`src/rtl/prime_pkg.sv`:
```
// Shared definitions for the sequential prime checker: FSM encoding,
// first odd trial divisor and the overflow-free square comparison.
package prime_pkg;

  localparam int MAX_WIDTH = 16;

  localparam logic [2:0] ST_IDLE  = 3'd0;
  localparam logic [2:0] ST_CHECK = 3'd1;
  localparam logic [2:0] ST_DIV   = 3'd2;
  localparam logic [2:0] ST_EVAL  = 3'd3;
  localparam logic [2:0] ST_DONE  = 3'd4;

  typedef enum logic [2:0] {
    IDLE  = ST_IDLE,
    CHECK = ST_CHECK,
    DIV   = ST_DIV,
    EVAL  = ST_EVAL,
    DONE  = ST_DONE
  } state_t;

  localparam int FIRST_ODD_DIV = 3;

  // True when d*d > n; the product is formed at double width so it cannot wrap.
  function automatic logic square_exceeds(input logic [MAX_WIDTH-1:0] d,
                                          input logic [MAX_WIDTH-1:0] n);
    logic [2*MAX_WIDTH-1:0] sq;
    sq = (2*MAX_WIDTH)'(d) * (2*MAX_WIDTH)'(d);
    return sq > (2*MAX_WIDTH)'(n);
  endfunction

endpackage

```
`src/rtl/serial_mod.sv`:
```
// Serial restoring remainder unit: one quotient bit per cycle, MSB first.
// rem holds dividend mod divisor in the cycle after done.
module serial_mod #(
  parameter int WIDTH = 8
) (
  input  logic             clk,
  input  logic             reset,
  input  logic             start,
  input  logic [WIDTH-1:0] dividend,
  input  logic [WIDTH-1:0] divisor,
  output logic [WIDTH-1:0] rem,
  output logic             done
);

  localparam int CW = (WIDTH > 2) ? $clog2(WIDTH) : 1;

  logic [WIDTH:0]   part_reg;
  logic [WIDTH-1:0] shift_reg;
  logic [CW-1:0]    cnt_reg;
  logic             busy_reg;

  // Partial remainder stays below divisor, so its shifted form fits WIDTH+1 bits.
  function automatic logic [WIDTH:0] step(input logic [WIDTH:0]   part,
                                          input logic             bit_in,
                                          input logic [WIDTH-1:0] dv);
    logic [WIDTH:0] trial;
    trial = {part[WIDTH-1:0], bit_in};
    if (trial >= {1'b0, dv}) trial = trial - {1'b0, dv};
    return trial;
  endfunction

  always_ff @(posedge clk or posedge reset) begin
    if (reset) begin
      part_reg  <= '0;
      shift_reg <= '0;
      cnt_reg   <= '0;
      busy_reg  <= 1'b0;
    end else if (start) begin
      part_reg  <= step('0, dividend[WIDTH-1], divisor);
      shift_reg <= {dividend[WIDTH-2:0], 1'b0};
      cnt_reg   <= CW'(1);
      busy_reg  <= 1'b1;
    end else if (busy_reg) begin
      part_reg  <= step(part_reg, shift_reg[WIDTH-1], divisor);
      shift_reg <= {shift_reg[WIDTH-2:0], 1'b0};
      cnt_reg   <= cnt_reg + CW'(1);
      if (cnt_reg == CW'(WIDTH-1)) busy_reg <= 1'b0;
    end
  end

  assign rem  = part_reg[WIDTH-1:0];
  assign done = busy_reg && (cnt_reg == CW'(WIDTH-1));

endmodule

```
`src/rtl/prime_checker_seq.sv`:
```
// Handshaked trial-division prime tester: checks 2, then odd divisors up to
// sqrt(n); reports the prime flag and the smallest nontrivial factor.
module prime_checker_seq
  import prime_pkg::*;
#(
  parameter int WIDTH = 8
) (
  input  logic             clk,
  input  logic             reset,
  input  logic             in_valid,
  output logic             in_ready,
  input  logic [WIDTH-1:0] in_data,
  output logic             out_valid,
  input  logic             out_ready,
  output logic             out_prime,
  output logic [WIDTH-1:0] out_factor
);

  state_t           state;
  logic [WIDTH-1:0] n_reg;
  logic [WIDTH-1:0] d_reg;
  logic [WIDTH-1:0] d_plus2;
  logic             start_reg;
  logic [WIDTH-1:0] rem;
  logic             div_done;

  assign d_plus2 = d_reg + WIDTH'(2);

  serial_mod #(.WIDTH(WIDTH)) u_mod (
    .clk      (clk),
    .reset    (reset),
    .start    (start_reg),
    .dividend (n_reg),
    .divisor  (d_reg),
    .rem      (rem),
    .done     (div_done)
  );

  always_ff @(posedge clk or posedge reset) begin
    if (reset) begin
      state      <= IDLE;
      n_reg      <= '0;
      d_reg      <= '0;
      start_reg  <= 1'b0;
      in_ready   <= 1'b1;
      out_valid  <= 1'b0;
      out_prime  <= 1'b0;
      out_factor <= '0;
    end else begin
      start_reg <= 1'b0;
      case (state)
        IDLE: begin
          if (in_valid) begin
            n_reg    <= in_data;
            in_ready <= 1'b0;
            state    <= CHECK;
          end
        end
        CHECK: begin
          if (n_reg < WIDTH'(2)) begin
            out_prime  <= 1'b0;
            out_factor <= '0;
            out_valid  <= 1'b1;
            state      <= DONE;
          end else if (n_reg == WIDTH'(2) || n_reg == WIDTH'(3)) begin
            out_prime  <= 1'b1;
            out_factor <= '0;
            out_valid  <= 1'b1;
            state      <= DONE;
          end else if (!n_reg[0]) begin
            out_prime  <= 1'b0;
            out_factor <= WIDTH'(2);
            out_valid  <= 1'b1;
            state      <= DONE;
          end else begin
            d_reg <= WIDTH'(FIRST_ODD_DIV);
            if (square_exceeds(MAX_WIDTH'(FIRST_ODD_DIV), MAX_WIDTH'(n_reg))) begin
              out_prime  <= 1'b1;
              out_factor <= '0;
              out_valid  <= 1'b1;
              state      <= DONE;
            end else begin
              start_reg <= 1'b1;
              state     <= DIV;
            end
          end
        end
        DIV: begin
          if (div_done) state <= EVAL;
        end
        EVAL: begin
          if (rem == '0) begin
            out_prime  <= 1'b0;
            out_factor <= d_reg;
            out_valid  <= 1'b1;
            state      <= DONE;
          end else begin
            d_reg <= d_plus2;
            if (square_exceeds(MAX_WIDTH'(d_plus2), MAX_WIDTH'(n_reg))) begin
              out_prime  <= 1'b1;
              out_factor <= '0;
              out_valid  <= 1'b1;
              state      <= DONE;
            end else begin
              start_reg <= 1'b1;
              state     <= DIV;
            end
          end
        end
        DONE: begin
          // Result is held untouched until the consumer takes it.
          if (out_ready) begin
            out_valid  <= 1'b0;
            out_prime  <= 1'b0;
            out_factor <= '0;
            in_ready   <= 1'b1;
            state      <= IDLE;
          end
        end
        default: begin
          state    <= IDLE;
          in_ready <= 1'b1;
        end
      endcase
    end
  end

endmodule

```
`config.mk`:
```
export PLATFORM = sky130hd
export DESIGN_NAME = prime_checker_seq
export DESIGN_NICKNAME = d
export VERILOG_FILES = /design/src/rtl/prime_pkg.sv /design/src/rtl/serial_mod.sv /design/src/rtl/prime_checker_seq.sv
export SDC_FILE = /design/constraint.sdc
export NUM_CORES = 1
export LEC_CHECK = 0
export ABC_CLOCK_PERIOD_IN_PS = 7500
export CAP_MARGIN = 40
export CORE_MARGIN = 2
export CORE_UTILIZATION = 40
export CTS_BUF_LIST = sky130_fd_sc_hd__clkbuf_8
export DETAILED_ROUTE_END_ITERATION = 16
export HOLD_SLACK_MARGIN = 0.1
export PLACE_DENSITY_LB_ADDON = 0.08
export SYNTH_ARGS = -nofsm -noshare
export SYNTH_HDL_FRONTEND = slang
export SYNTH_SLANG_ARGS = --single-unit
```
`constraint.sdc`:
```
create_clock -name clk -period 7.5 [get_ports clk]
set_clock_uncertainty 0.05 [all_clocks]
set_input_delay 0.75 -clock clk [delete_from_list [all_inputs] [get_ports clk]]
set_output_delay 0.75 -clock clk [all_outputs]
set_load 0.02 [all_outputs]
```
# Word-level counts from Yosys, hierarchy flattened
# Index checks and enable logic that the tools add are counted.
[word_totals] reg_bits=51 mem_bits_ro=0 output_inout_bits=11 n_memories=0 word_cells=109 latchBits=0 ram_bits=0
[op_classes] n_shift=0 order_cmp=5 addsub=4 n_reduce_logical=13 n_bitwise=1 n_mux=57 multipliers=1 n_div=0 n_eq_ne=16
[op_table] op="8-bit 2-to-1 mux" n=17
[op_table] op="3-bit 2-to-1 mux" n=11
[op_table] op="8-bit case mux with 3 select lines" n=1
[op_table] op="1-bit 2-to-1 mux" n=22
[op_table] op="8-bit by 2-bit == test with 1-bit output, second input constant" n=2
[op_table] op="16-bit by 8-bit > comparator with 1-bit output" n=1
[op_table] op="8-bit by 8-bit multiplier with 16-bit output" n=1
[op_table] op="8-bit case mux with 2 select lines" n=1
[op_table] op="3-bit case mux with 5 select lines" n=1
[op_table] op="2-bit != test, second input constant" n=7
[op_table] op="9-bit by 8-bit >= comparator with 1-bit output" n=1
[op_table] op="1-bit case mux with 3 select lines" n=3
[op_table] op="8-bit by 2-bit adder with 8-bit output, second input constant" n=1
[op_table] op="1-bit by 8-bit >= comparator with 1-bit output" n=1
[op_table] op="4-bit by 8-bit > comparator with 1-bit output, first input constant" n=1
[op_table] op="8-bit zero test" n=1
[op_table] op="8-bit by 2-bit less-than comparator with 1-bit output, second input constant" n=1
[op_table] op="1-bit by 8-bit subtractor with 8-bit output" n=1
[op_table] op="8-bit subtractor" n=1
[op_table] op="3-bit by 2-bit == test with 1-bit output, second input constant" n=2
[op_table] op="3-bit == test, second input constant" n=2
[op_table] op="3-bit AND reduction" n=2
[op_table] op="5-bit != test, second input constant" n=1
[op_table] op="5-bit AND reduction" n=1
[op_table] op="other kinds (13)" n=14

# Logic depth before layout (Yosys ltp)
# Gate-level depths: netlist of the first run.
[depth] depth_word=6 depth_mapped=28

# Modules after synthesis
# Synthesis of the first run repeated with hierarchy kept, for this count alone.
[hier_totals] hier_cells=554 hier_area_um2=4907.2
[modules_own_cells] mod="prime_checker_seq" n_inst=1 area_each_um2=3413.3 cells_per_inst=377
[modules_own_cells] mod="serial_mod" n_inst=1 area_each_um2=1493.9 cells_per_inst=177

# Worst setup path after synthesis of the first run
# No wires, ideal clock.
[synth_timing] path_kind="register to register" startpoint="reg d_reg[1]" endpoint="reg out_prime" t_arrival_ns=5.739 path_slack_ns=1.567 required_time_ns=7.305 stages_incl_launch_ff=29 n_path_buf=2 synth_period_minus_slack_ns=5.933 cell_sequence="dfrtp_1 > ha_1 > clkbuf_1 > nand3_1 > xnor2_1 > inv_1 > nand2_1 > inv_1 > fa_1 > xor2_1 > xnor2_1 > fa_1 > inv_1 > fa_1 > inv_1 > ha_1 > buf_6 > inv_1 > a211oi_1 > nor2_1 > ha_1 > a21oi_1 > o21ai_0 > o22ai_1 > o2111ai_1 > nor4_2 > nand4_2 > o21ai_4 > a211oi_1"
[synth_between] elab_chain_len=5
[synth_lines] element="start: declaration" line="prime_checker_seq.sv:21" source="logic [WIDTH-1:0] d_reg;"
[synth_lines] element="start signal: assignment" line="prime_checker_seq.sv:76" source="d_reg <= WIDTH'(FIRST_ODD_DIV);"
[synth_lines] element="start signal: assignment" line="prime_checker_seq.sv:98" source="d_reg <= d_plus2;"
[synth_lines] element="8-bit by 2-bit adder with 8-bit output" line="prime_checker_seq.sv:27" source="assign d_plus2 = d_reg + WIDTH'(2);"
[synth_lines] element="8-bit by 8-bit multiplier with 16-bit output" line="prime_pkg.sv:27" source="sq = (2*MAX_WIDTH)'(d) * (2*MAX_WIDTH)'(d);"
[synth_lines] element="16-bit by 8-bit > comparator with 1-bit output" line="prime_pkg.sv:28" source="return sq > (2*MAX_WIDTH)'(n);"
[synth_lines] element="3-bit != test (no line)"
[synth_lines] element="4-bit AND reduction (no line)"
[synth_lines] element="end signal: assignment" line="prime_checker_seq.sv:47" source="out_prime <= 1'b0;"
[synth_lines] element="end signal: assignment" line="prime_checker_seq.sv:61" source="out_prime <= 1'b0;"
[synth_lines] element="end signal: assignment" line="prime_checker_seq.sv:66" source="out_prime <= 1'b1;"
[synth_lines] element="end: declaration" line="prime_checker_seq.sv:15" source="output logic out_prime,"
# Every way passes these cells.
# A chain may end at the register's enable or synchronous reset.

# Worst setup path after layout of the first run
[layout_timing] startpoint="reg d_reg[2]" endpoint="reg out_factor[5]"
[layout_between] elab_chain_len=5
[layout_lines] element="8-bit by 2-bit adder with 8-bit output" line="prime_checker_seq.sv:27"
[layout_lines] element="8-bit by 8-bit multiplier with 16-bit output" line="prime_pkg.sv:27"
[layout_lines] element="16-bit by 8-bit > comparator with 1-bit output" line="prime_pkg.sv:28"
[layout_lines] element="3-bit != test (no line)"
[layout_lines] element="4-bit AND reduction (no line)"
[layout_lines] element="end signal: assignment" line="prime_checker_seq.sv:94" source="out_factor <= d_reg;"
[layout_lines] element="end: declaration" line="prime_checker_seq.sv:16" source="output logic [WIDTH-1:0] out_factor"
# Every way passes these cells.

==> flow_metrics.env, run 1 <==
export IMPL_timing_final_max_slew_violations=0
export IMPL_p_seq_share_pct=25.2
export IMPL_slew_headroom_pct=45.0
export IMPL_ios=23
export IMPL_fin_cells=710
export IMPL_cp_end_kind="flip-flop"
export IMPL_tritoncts="yes"
export IMPL_synth_enable_flop_cells=0
export IMPL_synth_top_area_share_pct=26.1
export IMPL_postSynthAreaPerCell_um2=8.56
export IMPL_clock_latency_ps=320
export IMPL_grt_pass1_vias=3769
export IMPL_area_delta_synth_final_pct=10.0
export IMPL_hold_violations=0
export IMPL_finalSetupViolCount=0
export IMPL_drt_iter0_markers=197
export IMPL_p_int_mw=0.985
export IMPL_drt_total_wl_um=10900
export IMPL_cpLargestDelayFamily="adder cells"
export IMPL_crit_path_top_delay_cell="dfrtp_1"
export IMPL_pwr_share_comb_pct=65.8
export IMPL_worstHoldStart="out_valid$_DFFE_PP0P_"
export IMPL_die_area_um2=12600
export IMPL_diodes=0
export IMPL_fmax_mhz=146
export IMPL_worstSetupPathType="reg2reg"
export IMPL_status="completed"
export IMPL_synth_nets=635
export IMPL_cp_max_fo=11
export IMPL_first_pass_iters=4
export IMPL_reg2reg_depth=26
export IMPL_gr_total_overflow=0
export IMPL_h_tree_depth=2
export IMPL_crit_cells=26
export IMPL_wire_per_inst_um=15.4
export IMPL_rsz0062_at_grt="no"
export IMPL_timing_rr_start="d_reg[2]$_DFFE_PP0P_"
export IMPL_vias_per_cell=5.30
export IMPL_grt_total_usage_pct=18.1
export IMPL_synth_area_um2=4690
export IMPL_fin_hold_ws_ps=458
export IMPL_min_to="out_valid$_DFFE_PP0P_"
export IMPL_die_x_um=112
export IMPL_drc=0
export IMPL_ant_nets=0
export IMPL_drv_cap=0
export IMPL_slowest_delay_ps=590
export IMPL_grt_pass1_wl_um=18600
export IMPL_nNetsFinal=653
export IMPL_clockBufferDepth=2
export IMPL_critical_path_buf_inv_count=5
export IMPL_io_buffers=22
export IMPL_grt_max_degree=37
export IMPL_total_power_mw=1.93
export IMPL_root_buffer="clkbuf_8"
export IMPL_ir_drop_uv=149
export IMPL_clock_sinks=50
export IMPL_start_kind="flip-flop"
export IMPL_post_route_period_util_pct=91.4
export IMPL_ys_warnings_count=0
export IMPL_ys_async_sr_fraction_pct=100
export IMPL_tightest_slew_ps=820
export IMPL_ys_ff_latch=50
export IMPL_die_y_um=112
export IMPL_min_period_ps=6850
export IMPL_ff2ff_setup_slack_ps=650
export IMPL_gp_congestion=0.860
export IMPL_placedCellCount=702
export IMPL_vias=3766
export IMPL_place_hpwl_um=8830
export IMPL_ys_types=59
export IMPL_hold_depth=2
export IMPL_core_area_um2=11400
export IMPL_fin_util_pct=45.2
export IMPL_rows=39
export IMPL_finalSetupTns_ps=0
export IMPL_power_leakage_nw=2.47
export IMPL_start_util_pct=41.1
export IMPL_cts_buffers=5
export IMPL_power_density_nw_per_um2=373
export IMPL_ys_flop_type="dfrtp_1"
export IMPL_critPathRequiredTime_ps=7700
export IMPL_yosysSeqAreaShare_pct=26.7
export IMPL_power_share_clock_pct=9.0
export IMPL_yosys_area_top_type="dfrtp_1"
export IMPL_ys_top_cells_by_area="dfrtp_1 (26%), ha_1 (13%), fa_1 (11%), inv_1 (6.3%), o21ai_0 (4.6%)"
export IMPL_antenna_found_initial=0
export IMPL_timing_rr_end="out_factor[5]$_DFFE_PP0P_"
export IMPL_p_switching_mw=0.941
export IMPL_cp_common_cell="inv_1"
export IMPL_clkTransAtPathRegs_ps=110
export IMPL_arrival_ps=7060
export IMPL_min_delay_path_class="reg2reg"
export IMPL_p_sw_share_pct=48.8
export IMPL_synthCells=548
export IMPL_drive_gt1_share_pct=5.64
==> metal layers <==
metal / global-route usage [%] / vias up / wire length (µm)
li1: - / 1900 / -
met1: 25.9 / 1825 / 5500
met2: 29.9 / 33 / 5080
met3: 2.05 / 8 / 232
met4: 3.90 / 0 / 125
met5: 0 / - / 0
==> how the worst max path moves through the flow <==
stage / slack [ps] / startpoint / to
3_5_place_dp: 580 / d_reg[1]$_DFFE_PP0P_ / out_prime$_DFFE_PP0P_
4_1_cts: 580 / d_reg[1]$_DFFE_PP0P_ / out_factor[5]$_DFFE_PP0P_
6_report: 650 / d_reg[2]$_DFFE_PP0P_ / out_factor[5]$_DFFE_PP0P_
5_1_grt: 60 / d_reg[2]$_DFFE_PP0P_ / out_factor[5]$_DFFE_PP0P_
2_1_floorplan: 1570 / d_reg[1]$_DFFE_PP0P_ / out_prime$_DFFE_PP0P_
3_3_place_gp: 860 / d_reg[1]$_DFFE_PP0P_ / out_prime$_DFFE_PP0P_
==> final cells by class <==
type	instances	area, µm²
tap	143	179
multi-input combinational	403	3070
inverter	80	300
clock inverter	3	28.8
clock buffer	5	68.8
sequential	50	1250
timing repair buffer	26	263
fill	1161	6250
==> power groups by stage <==
stage / registers (mW) / clock network (mW) / logic, mW
3_3_place_gp: 0.489 / 0 / 1.25
2_1_floorplan: 0.449 / 0 / 1.01
6_report: 0.486 / 0.173 / 1.27
5_1_grt: 0.505 / 0.189 / 1.45
3_5_place_dp: 0.490 / 0 / 1.27
4_1_cts: 0.485 / 0.179 / 1.28
==> Yosys cell counts (2+ instances only) <==
| master | number |
|---|---|
| inv_1 | 79 |
| nand2_1 | 54 |
| nor2_1 | 51 |
| dfrtp_1 | 49 |
| ha_1 | 49 |
| o21ai_0 | 43 |
| a21oi_1 | 32 |
| fa_1 | 26 |
| xnor2_1 | 18 |
| clkbuf_1 | 11 |
| mux2i_1 | 11 |
| a211oi_1 | 9 |
| nand3_1 | 9 |
| nand2b_1 | 8 |
| a22o_1 | 7 |
| a21o_1 | 6 |
| nand4_1 | 6 |
| a31oi_1 | 5 |
| nor3_1 | 5 |
| o21a_1 | 5 |
| or2_2 | 5 |
| nor2b_1 | 4 |
| nor4_1 | 4 |
| and3_1 | 3 |
| mux2_2 | 3 |
| o21ai_1 | 3 |
| o22ai_1 | 3 |
| o31a_1 | 3 |
| xor2_1 | 3 |
| a21oi_2 | 2 |
| buf_2 | 2 |
| nand4b_1 | 2 |
| nand4bb_1 | 2 |
==> worst register-to-register path: stages, from the launching register on <==
cell and delay (ps):
dfrtp_1 590, ha_1 370, nand3_1 130, xnor2_1 410, inv_1 250, nand2_1 180
inv_1 70, fa_1 490, xor2_1 180, xnor2_1 110, fa_1 530, inv_1 50
fa_1 520, inv_1 40, ha_1 400, inv_1 60, a211oi_1 320, nor2_1 110
ha_1 320, a21oi_1 140, o21ai_0 110, o22ai_1 170, o2111ai_1 170, nor4_2 300
nand4_2 190, o21ai_4 340, a22o_1 200
==> cell usage in the layout (no fill, tap or decap), drive strengths merged, types with 6 or more instances in the layout <==
cell / instances
a21oi: 34
nand2: 54
nand4: 7
a21o: 6
o21ai: 47
fa: 26
mux2i: 11
inv: 80
ha: 49
a211oi: 10
xnor2: 18
nand3: 10
nand2b: 8
a22o: 7
clkdlybuf4s50: 22
nor2: 51
dfrtp: 49
==> logic make-up after synthesis <==
family,Yosys count,share of synthesized area [%]
fa+ha+maj,75,24.2
xor+xnor,22,4.27
flops,50,26.7
compound gates,133,18.0
buf+inv,95,7.89
simple gates,159,15.9
mux,14,3.07
==> per-stage QoR <==
step / worst slack [ps] / area [µm²]
after floorplan: 1570 / 4690
after global placement: 858 / 5040
after detailed placement: 575 / 5060
after CTS: 576 / 5160
after global routing: 63.9 / 5160
final: 647 / 5160
==> what timing repair did <==
item | 4_1_cts | 5_1_grt
hold buffers | 0 | 0
gates resized for setup | 0 | 1
buffers inserted | 0 | 0
setup endpoints to repair | 0 | 9
(Power assumes the default switching activity.)
==> run 2, diff against run 1 <==
- HOLD_SLACK_MARGIN: 0.1 -> 0.06
==> results of run 2 <==
Same layout as run 1: the final DEF is identical, and so are final timing and power.
==> run 3, diff against run 2 <==
- CTS_CLUSTER_DIAMETER: unset -> 40
- GPL_TIMING_DRIVEN: unset -> 1
==> results of run 3 <==
Same layout as run 1: the final DEF is identical, and so are final timing and power.
